File: src/rtl/serial_subtractor_n_pkg.sv
// Shared definitions for the bit-serial arithmetic units:
// FSM state encoding and the bit-counter width helper.
package serial_subtractor_n_pkg;

  typedef enum logic [1:0] {
    IDLE  = 2'd0,
    SHIFT = 2'd1,
    DONE  = 2'd2
  } state_e;

  // Counter must hold 0..n without wrapping.
  function automatic int cnt_width(input int n);
    return $clog2(n + 1);
  endfunction

endpackage

File: src/rtl/serial_subtractor_n_full_subtractor.sv
// 1-bit full subtractor: d = x - y - br, bo = borrow out.
// Ports: x, y, br in; d, bo out.
module full_subtractor (
  input  logic x,
  input  logic y,
  input  logic br,
  output logic d,
  output logic bo
);

  assign d  = x ^ y ^ br;
  assign bo = (~x & y) | (~(x ^ y) & br);

endmodule

File: src/rtl/serial_subtractor_n.sv
// Bit-serial N-bit subtractor: diff = a - b - bin, LSB first, N cycles.
// Ports: clk, rst_n, start, a, b, bin in; diff, bout, busy, done out.
module serial_subtractor_n
  import serial_subtractor_n_pkg::*;
#(
  parameter int N = 4
) (
  input  logic         clk,
  input  logic         rst_n,
  input  logic         start,
  input  logic [N-1:0] a,
  input  logic [N-1:0] b,
  input  logic         bin,
  output logic [N-1:0] diff,
  output logic         bout,
  output logic         busy,
  output logic         done
);

  localparam int CW = cnt_width(N);

  state_e        state_q;
  logic [N-1:0]  a_q;
  logic [N-1:0]  b_q;
  logic [N-1:0]  res_q;
  logic [N-1:0]  res_d;
  logic [N-1:0]  diff_q;
  logic [CW-1:0] cnt_q;
  logic          br_q;
  logic          bout_q;
  logic          busy_q;
  logic          done_q;
  logic          d_bit;
  logic          bo_bit;
  logic          last;

  full_subtractor u_fs (
    .x  (a_q[0]),
    .y  (b_q[0]),
    .br (br_q),
    .d  (d_bit),
    .bo (bo_bit)
  );

  // New result bit enters from the MSB side.
  always_comb begin
    res_d        = res_q >> 1;
    res_d[N-1]   = d_bit;
  end

  assign last = (cnt_q == CW'(N - 1));

  always_ff @(posedge clk or negedge rst_n) begin
    if (!rst_n) begin
      state_q <= IDLE;
      a_q     <= '0;
      b_q     <= '0;
      res_q   <= '0;
      diff_q  <= '0;
      cnt_q   <= '0;
      br_q    <= 1'b0;
      bout_q  <= 1'b0;
      busy_q  <= 1'b0;
      done_q  <= 1'b0;
    end else begin
      done_q <= 1'b0;
      unique case (state_q)
        IDLE, DONE: begin
          if (start) begin
            state_q <= SHIFT;
            a_q     <= a;
            b_q     <= b;
            br_q    <= bin;
            res_q   <= '0;
            cnt_q   <= '0;
            busy_q  <= 1'b1;
          end else begin
            state_q <= IDLE;
            busy_q  <= 1'b0;
          end
        end
        SHIFT: begin
          a_q   <= a_q >> 1;
          b_q   <= b_q >> 1;
          br_q  <= bo_bit;
          res_q <= res_d;
          cnt_q <= cnt_q + CW'(1);
          if (last) begin
            state_q <= DONE;
            busy_q  <= 1'b0;
            done_q  <= 1'b1;
            diff_q  <= res_d;
            bout_q  <= bo_bit;
          end
        end
        default: begin
          state_q <= IDLE;
          busy_q  <= 1'b0;
        end
      endcase
    end
  end

  assign diff = diff_q;
  assign bout = bout_q;
  assign busy = busy_q;
  assign done = done_q;

endmodule

File: config.mk
export PLATFORM = sky130hd
export DESIGN_NAME = serial_subtractor_n
export DESIGN_NICKNAME = d
export VERILOG_FILES = /design/src/rtl/serial_subtractor_n_pkg.sv /design/src/rtl/serial_subtractor_n_full_subtractor.sv /design/src/rtl/serial_subtractor_n.sv
export SDC_FILE = /design/constraint.sdc
export NUM_CORES = 1
export LEC_CHECK = 0
export BUFFER_PORTS_ARGS = -buffer_cell sky130_fd_sc_hd__clkbuf_2
export CAP_MARGIN = 40
export CORE_ASPECT_RATIO = 0.7
export CORE_MARGIN = 1.5
export CORE_UTILIZATION = 35
export CTS_CLUSTER_SIZE = 40
export DETAILED_ROUTE_END_ITERATION = 8
export PLACE_DENSITY = 0.61
export RECOVER_POWER = 25
export SKIP_CTS_REPAIR_TIMING = 1
export SYNTH_ARGS = -nofsm -noshare
export SYNTH_HDL_FRONTEND = slang
export SYNTH_SLANG_ARGS = --single-unit
File: constraint.sdc
create_clock -name clk -period 4.66 [get_ports clk]
set_clock_uncertainty 0.2 [all_clocks]
set_input_delay 0.699 -clock clk [delete_from_list [all_inputs] [get_ports clk]]
set_output_delay 0.699 -clock clk [all_outputs]
set_load 0.05 [all_outputs]
# [Yosys cells after proc, flatten, opt, wreduce, memory -nomap -nowiden]
# Index checks and enable logic that the tools add are counted.
[totals] wordCells=46 reg_bits=25
[op_classes] mux=18 addsub=1 n_bitwise=7 n_reduce_logical=5 n_eq_ne=5
[ops] cell="$pmux W4 S2" n=3
[ops] cell="$mux W4" n=3
[ops] cell="$mux W1" n=6
[ops] cell="$pmux W3 S2" n=1
[ops] cell="$ne A2 B2 Y1 const B" n=2
[ops] cell="$pmux W1 S2" n=2
[ops] cell="$pmux W2 S2" n=1
[ops] cell="$reduce_and A2 Y1" n=2
[ops] cell="$add A3 B1 Y3 const B" n=1
[ops] cell="$eq A3 B2 Y1 const B" n=1
[ops] cell="$mux W3" n=1
[ops] cell="$and A1 B1 Y1" n=2
[ops] cell="$eq A2 B1 Y1 const B" n=1
[ops] cell="$eq A2 B2 Y1 const B" n=1
[ops] cell="$logic_not A2 Y1" n=1
[ops] cell="$mux W2" n=1
[ops] cell="$not A1 Y1" n=2
[ops] cell="$reduce_bool A2 Y1" n=1
[ops] cell="$reduce_or A2 Y1" n=1
[ops] cell="$xor A1 B1 Y1" n=2
[ops] cell="$or A1 B1 Y1" n=1

# [Logic depth before layout (Yosys ltp)]
# Gate-level depths: netlist of run 1.
[depth] word_depth=5 ltp_mapped=5 depth_no_buf=5

# [Cells and area by module]
# Synthesis of run 1 repeated with hierarchy kept, for this count alone.
[unflattened] cells_unflattened=89 area_unflattened_um2=1184.9
[modules_own_cells] module="serial_subtractor_n" seq_area_each_um2=600.6 area_per_inst_um2=1153.6 n_inst=1 cells_per_inst=85
[modules_own_cells] module="full_subtractor" seq_area_each_um2=0.0 area_per_inst_um2=31.3 n_inst=1 cells_per_inst=4

# [Worst setup path after synthesis of run 1]
# No wires, ideal clock.
[synth_path] kind="register to register" start="register b_q[0]" end="register res_q[3]" arrival_ps=1283 setup_ps=121 setup_slack_ps=3056 stages_incl_launch_ff=5 synth_period_minus_slack_ps=1604 cell_sequence="dfrtp_1 inv_1 fa_1 mux2_2 a22o_1"
[synth_via] elab_chain_cells=3
[synth_lines] element="start, declared" line="serial_subtractor_n.sv:24" text="logic [N-1:0] b_q;"
[synth_lines] element="start signal, assigned" line="serial_subtractor_n.sv:84" text="b_q <= b_q >> 1;"
[synth_lines] element="$xor A1 B1 Y1 (2 in series)" line="serial_subtractor_n_full_subtractor.sv:11" text="assign d = x ^ y ^ br;"
[synth_lines] element="via d_bit" line="serial_subtractor_n.sv:33" text="logic d_bit;"
[synth_lines] element="$pmux W4 S2" line="serial_subtractor_n.sv:67" text="unique case (state_q)"
[synth_lines] element="end signal, assigned" line="serial_subtractor_n.sv:86" text="res_q <= res_d;"
[synth_lines] element="end, declared" line="serial_subtractor_n.sv:25" text="logic [N-1:0] res_q;"
# The timed path passes the listed nets, and every way through them passes these cells.
# A chain may end at the register's enable or synchronous reset.

# [Worst setup path after layout of run 1]
[layout_path] start="register bout_q (netlist: bout)" end="output port bout"
[layout_lines] element="start, declared" line="serial_subtractor_n.sv:30" text="logic bout_q;"
[layout_lines] element="start signal, assigned" line="serial_subtractor_n.sv:93" text="bout_q <= bo_bit;"
[layout_lines] element="end, declared" line="serial_subtractor_n.sv:15" text="output logic bout,"
# No word-level cell between the ends.

==> impl_metrics.py, run 1 <==
metrics = {
    "run_status": {
        "outcome": "finished, final reports clean",
    },
    "critical_path": {
        "arrival_ps": 900,
        "rr_worst_depth": 3,
        "rrSetupSlack_ps": 2900,
        "r2r_end": "b_q[3]",
        "crit_slowest_cell": "dfrtp_1",
        "crit_path_end": "bout",
        "crit_path_start_kind": "flip-flop",
        "crit_buf_inv": 1,
        "timing.rr.start": "state_q[0]",
        "max_stage_delay_ps": 360,
        "critical_path.max_fanout": 2,
        "crit_type": "flip-flop to primary output",
        "endpoint_kind": "primary output",
        "worstPathRequired_ps": 3760,
        "path_cells": "clkbuf_2",
        "cp_num_cells": 1,
        "path_delay_family": "flip-flops",
        "worstSetupStartpoint": "bout",
    },
    "timing": {
        "hold_slack_ps": 299,
        "hold_viol": 0,
        "min_period_ps": 1800,
        "worst_slew_pin_slew_ps": 1290,
        "slew_violations": 0,
        "setup_tns_ps": 0,
        "setup_viol": 0,
        "period_share_pct": 38.7,
        "relSlewSlack_pct": 14.2,
        "rsz0062_at_grt": "false",
        "fmax_ghz": 0.555,
    },
    "power": {
        "p_total_uw": 945,
        "power.share.sequential_pct": 42.0,
        "leakagePower_nw": 0.625,
        "pwr-share-comb_pct": 42.9,
        "power_density_nw_per_um2": 737,
        "power_switching_uw": 385,
        "clockPowerShare_pct": 15.1,
        "ir_drop_uv": 217,
        "swShare_pct": 40.8,
        "p_int_uw": 560,
    },
    "global_route": {
        "grt_pass1_wl_mm": 3.45,
        "grt_pass1_vias": 714,
        "grt_start_max_net_pins": 25,
        "grt_antenna_before_repair": 0,
        "grt_util_all_layers_pct": 13.0,
        "overflow": 0,
    },
    "final_layout": {
        "register_area_um2": 601,
        "syn2layout_area_growth_pct": 14.3,
        "n_fill_cell": 286,
        "fin_nets": 127,
        "multi_input_area_um2": 469,
        "drive_gt1_share_pct": 26.1,
        "antenna_cells": 0,
        "design_area_um2": 1280,
    },
    "synthesis": {
        "syn_avg_cell_area_um2": 12.1,
        "synth_cell_types": 25,
        "ys_seq_area_share_pct": 53.6,
        "synth-main-ff-cell": "dfrtp_1",
        "synthTopCellsByCount": "dfrtp_1 (24), a22o_1 (8), mux2_2 (7)",
        "yosys.area.top_type": "dfrtp_1",
        "synth-seq-cells": 24,
        "ys.warnings.count": 0,
        "synth_edf_count": 0,
        "synth.area.top_cells": "dfrtp_1 (54%), mux2_2 (7.0%), a22o_1 (6.3%)",
        "yosysMostFrequentCell": "dfrtp_1",
        "synthArstFlopShare_pct": 100,
        "synth_nets": 108,
        "syn_area_um2": 1120,
        "synth_cells": 93,
        "synth_top_area_share_pct": 53.6,
    },
    "detailed_routing": {
        "vias": 761,
        "wl_per_cell_um": 13.8,
        "avgViaCountPerCell": 5.18,
        "drt_iter0_markers": 48,
        "final_antenna_net_count": 0,
        "wirelength_mm": 2.03,
        "first_pass_iters": 4,
        "drc_errors": 0,
    },
    "hold_path": {
        "hp-class": "flip-flop to flip-flop",
    },
    "placement": {
        "hpwl_mm": 1.39,
        "place_area_um2": 1230,
        "portBuffers": 18,
        "place.gp.congestion": 0.739,
    },
    "floorplan": {
        "die-area_um2": 3560,
        "rows": 16,
        "fp.dieH_um": 50.4,
        "start_util_pct": 38.4,
        "ios": 19,
        "die_w_um": 70.6,
        "core-area_um2": 2920,
    },
    "clock_network": {
        "h-tree-depth": 1,
        "cts.clk_slew.worst_paths_ps": 80,
        "cts-buffers-inserted": 3,
        "tritoncts": "yes",
        "clock_sinks": 24,
        "ctsLongestPathBuffers": 2,
        "root_buffer": "clkbuf_8",
        "clk_latency_ps": 270,
    },
    "flow_run": {
        "max_cap_viol_count": 0,
    },
}
[registers in the layout (all words and copies together) (netlist names)]
signal and cells:
a_q 4, b_q 4, bout 1, br_q 1
busy 1, cnt_q 3, diff 4, done 1
res_q 3, state_q 2
[per-stage QoR]
stage	util, %	std cells	setup slack [ps]
2_1_floorplan	-	93	3060
3_3_place_gp	42.0	143	2840
3_5_place_dp	42.0	143	2790
4_1_cts	43.9	147	2840
5_1_grt	43.8	147	2730
6_report	43.8	147	2860
[cells in the final DEF, fill, tap and decap left out, drive strengths merged]
cell and n:
ha 2, inv 6, o22ai 2, nand3 1
clkbuf 22, a211oi 4, a21oi 5, xnor2 1
o21ai 3, nand3b 1, dfrtp 24, fa 1
nand2 1, nor2 5, o31ai 1, nor2b 6
nor3 2, a22o 8, a21o 1, mux2i 5
mux2 8, nand2b 2
[how the worst min path moves through the flow]
stage	startpoint	to	slack, ps	cells past startpoint
after floorplan	rst_n	a_q[0]	200	0
after global routing	a_q[1]	a_q[1]	330	1
after detailed placement	a_q[1]	a_q[1]	280	1
final	a_q[1]	a_q[1]	300	1
after global placement	bout	bout	270	2
after CTS	rst_n	done	240	1
[power groups by stage]
stage	Combinational (mW)	Clock, mW	Sequential (mW)
after global routing	0.451	0.159	0.414
after global placement	0.398	0	0.399
final	0.406	0.142	0.397
after detailed placement	0.407	0	0.404
after CTS	0.409	0.148	0.399
after floorplan	0.279	0	0.449
[area by class of cell]
type                            count  share of cell area (%)
Tap cell                           36                    3.52
Clock buffer                        4                    4.30
Sequential cell                    24                    46.9
Timing Repair Buffer               18                    6.93
Inverter                            6                    1.76
Multi-Input combinational cell     59                    36.6
[cell families after synthesis]
group,synth area share [%]
AND/OR/NAND/NOR,9.60
adder cells (fa/ha/maj),4.02
XOR/XNOR,0.781
AO/OA/AOI/OAI,15.0
buffers and inverters,4.58
flip-flops,53.6
multiplexers,12.5
[metal layers]
layer	share of wire, %	track usage [%]	routed length [µm]
met1	50	18.3	1010
met2	43	18.2	870
met3	5.1	4.82	104
met4	1.8	4.72	36
met5	0	0	0
No activity file was read; power rests on OpenSTA's default activity.
==> run 2, diff against run 1 <==
--- a/config.mk
+++ b/config.mk
@@ -12,7 +12,7 @@
 export CORE_UTILIZATION = 35
 export CTS_CLUSTER_SIZE = 40
 export DETAILED_ROUTE_END_ITERATION = 8
-export PLACE_DENSITY = 0.61
+export PLACE_DENSITY = 0.63
 export RECOVER_POWER = 25
 export SKIP_CTS_REPAIR_TIMING = 1
 export SYNTH_ARGS = -nofsm -noshare
==> constraint.sdc (replaced) <==
create_clock -name clk -period 1.5 [get_ports clk]
set_clock_uncertainty 0.2 [all_clocks]
set_input_delay 0.225 -clock clk [delete_from_list [all_inputs] [get_ports clk]]
set_output_delay 0.225 -clock clk [all_outputs]
set_load 0.05 [all_outputs]
==> impl_metrics.py, run 2 (same netlist as run 1, synthesis figures left out) <==
metrics = {
    "clock_network": {
        "cts.clk_slew.worst_paths_ps": 90,
        "tritoncts": "yes",
        "clk_latency_ps": 270,
        "clock_sinks": 24,
        "ctsLongestPathBuffers": 2,
        "root_buffer": "clkbuf_8",
        "cts-buffers-inserted": 3,
        "h-tree-depth": 1,
    },
    "power": {
        "p_total_mw": 3.36,
        "power.share.sequential_pct": 34.5,
        "power_density_nw_per_um2": 2320,
        "leakagePower_nw": 0.720,
        "clockPowerShare_pct": 16.9,
        "pwr-share-comb_pct": 48.6,
        "power_switching_mw": 1.27,
        "ir_drop_uv": 861,
        "p_int_mw": 2.09,
        "swShare_pct": 37.8,
    },
    "critical_path": {
        "timing.rr.start": "b_q[0]",
        "endpoint_kind": "flip-flop",
        "rr_worst_depth": 4,
        "critical_path.max_fanout": 2,
        "crit_type": "flip-flop to flip-flop",
        "arrival_ps": 1610,
        "worstPathRequired_ps": 1460,
        "r2r_end": "res_q[3]",
        "rrSetupSlack_ps": -140,
        "crit_path_start_kind": "flip-flop",
    },
    "global_route": {
        "grt_pass1_wl_mm": 3.66,
        "grt_util_all_layers_pct": 13.2,
        "overflow": 0,
        "grt_antenna_before_repair": 0,
        "grt_pass1_vias": 806,
        "grt_start_max_net_pins": 25,
    },
    "final_layout": {
        "antenna_cells": 0,
        "multi_input_area_um2": 503,
        "syn2layout_area_growth_pct": 29.2,
        "design_area_um2": 1450,
        "final_common_cell": "dfrtp_1",
        "drive_gt1_share_pct": 38.9,
        "n_fill_cell": 266,
        "final_cell_mix": "dfrtp_1 (23), clkbuf_2 (18), buf_4 (14)",
        "fin_nets": 142,
        "register_area_um2": 602,
    },
    "detailed_routing": {
        "final_antenna_net_count": 0,
        "first_pass_iters": 5,
        "wl_per_cell_um": 13.3,
        "drt_iter0_markers": 45,
        "drc_errors": 0,
        "top_layer": "met4",
        "vias": 809,
        "wirelength_mm": 2.15,
        "met2_wirelength_um": 935,
        "wl_met3_um": 88,
        "wl_met1_mm": 1.11,
        "avgViaCountPerCell": 4.99,
    },
    "timing": {
        "period_share_pct": 110,
        "setup_tns_ps": -198,
        "hold_viol": 1,
        "min_period_ps": 1640,
        "slew_violations": 0,
        "worst_slew_pin_slew_ps": 609,
        "hold_slack_ps": -13.4,
        "fmax_ghz": 0.609,
        "worst_slack_ps": -143,
        "setup_viol": 5,
        "relSlewSlack_pct": 59.4,
        "rsz0062_at_grt": "true",
    },
    "floorplan": {
        "start_util_pct": 38.4,
        "die-area_um2": 3560,
        "core-area_um2": 2920,
        "rows": 16,
        "ios": 19,
        "fp.dieH_um": 50.4,
        "die_w_um": 70.6,
    },
    "hold_path": {
        "worstHoldEndpoint": "b_q[3]",
        "min_from": "b[3]",
        "worstHoldPathCells": 2,
        "hp-class": "input pin to flip-flop",
    },
    "run_status": {
        "violations": "hold timing, setup timing",
        "outcome": "complete, but fails checks",
    },
    "placement": {
        "place_area_um2": 1340,
        "portBuffers": 18,
        "place.gp.congestion": 0.743,
        "hpwl_mm": 1.54,
        "preCtsSetupSlack_ps": -137,
    },
    "flow_run": {
        "max_cap_viol_count": 0,
    },
}
==> run 2: cell count changes in the layout (fill, tap and decap cells not counted), moves of 2 or more <==
cell    previous run  this run
ha_1               2         0
mux2_4             0         3
mux2_2             7         4
buf_4              0        14
==> run 2: per-layer routing <==
metal | vias up | GRT usage [%]
li1 | 397 | -
met1 | 396 | 18.7
met2 | 14 | 19.8
met3 | 2 | 4.82
met4 | 0 | 1.89
met5 | - | 0
==> run 2: power by group through the flow <==
stage          combinational [mW]  sequential (mW)  clock (mW)
5_1_grt                      1.80             1.21       0.610
3_5_place_dp                 1.59             1.17           0
3_3_place_gp                 1.55             1.16           0
6_report                     1.63             1.16       0.568
2_1_floorplan               0.891             1.40           0
4_1_cts                      1.59             1.16       0.588
==> run 2: how the worst max path moves through the flow <==
stage	endpoint	start	cells past startpoint	slack, ps
finish	res_q[3]	b_q[0]	4	-140
global route	res_q[3]	br_q	4	-190
detailed placement	res_q[3]	b_q[0]	4	-140
global placement	res_q[3]	b_q[0]	4	-110
CTS	res_q[3]	b_q[0]	4	-150
floorplan	res_q[3]	b_q[0]	4	-100
==> run 2: area by class of cell <==
type / instances / share of cell area [%]
timing repair buffer: 33 / 14.2
inverter: 6 / 1.55
multi-input combinational: 59 / 34.7
sequential: 24 / 41.5
tap: 36 / 3.11
clock inverter: 1 / 2.07
clock buffer: 3 / 2.85
==> run 2: worst max-delay path, cell delays in order (launching register included) <==
cell and delay (ps):
dfrtp_1 350, inv_1 60, fa_1 480, mux2_2 270, a22o_1 170
==> run 2: through the flow <==
stage	utilization [%]	cells
2_1_floorplan	-	93
3_3_place_gp	45.8	156
6_report	49.6	162
5_1_grt	49.6	162
3_5_place_dp	45.8	156
4_1_cts	48.3	160
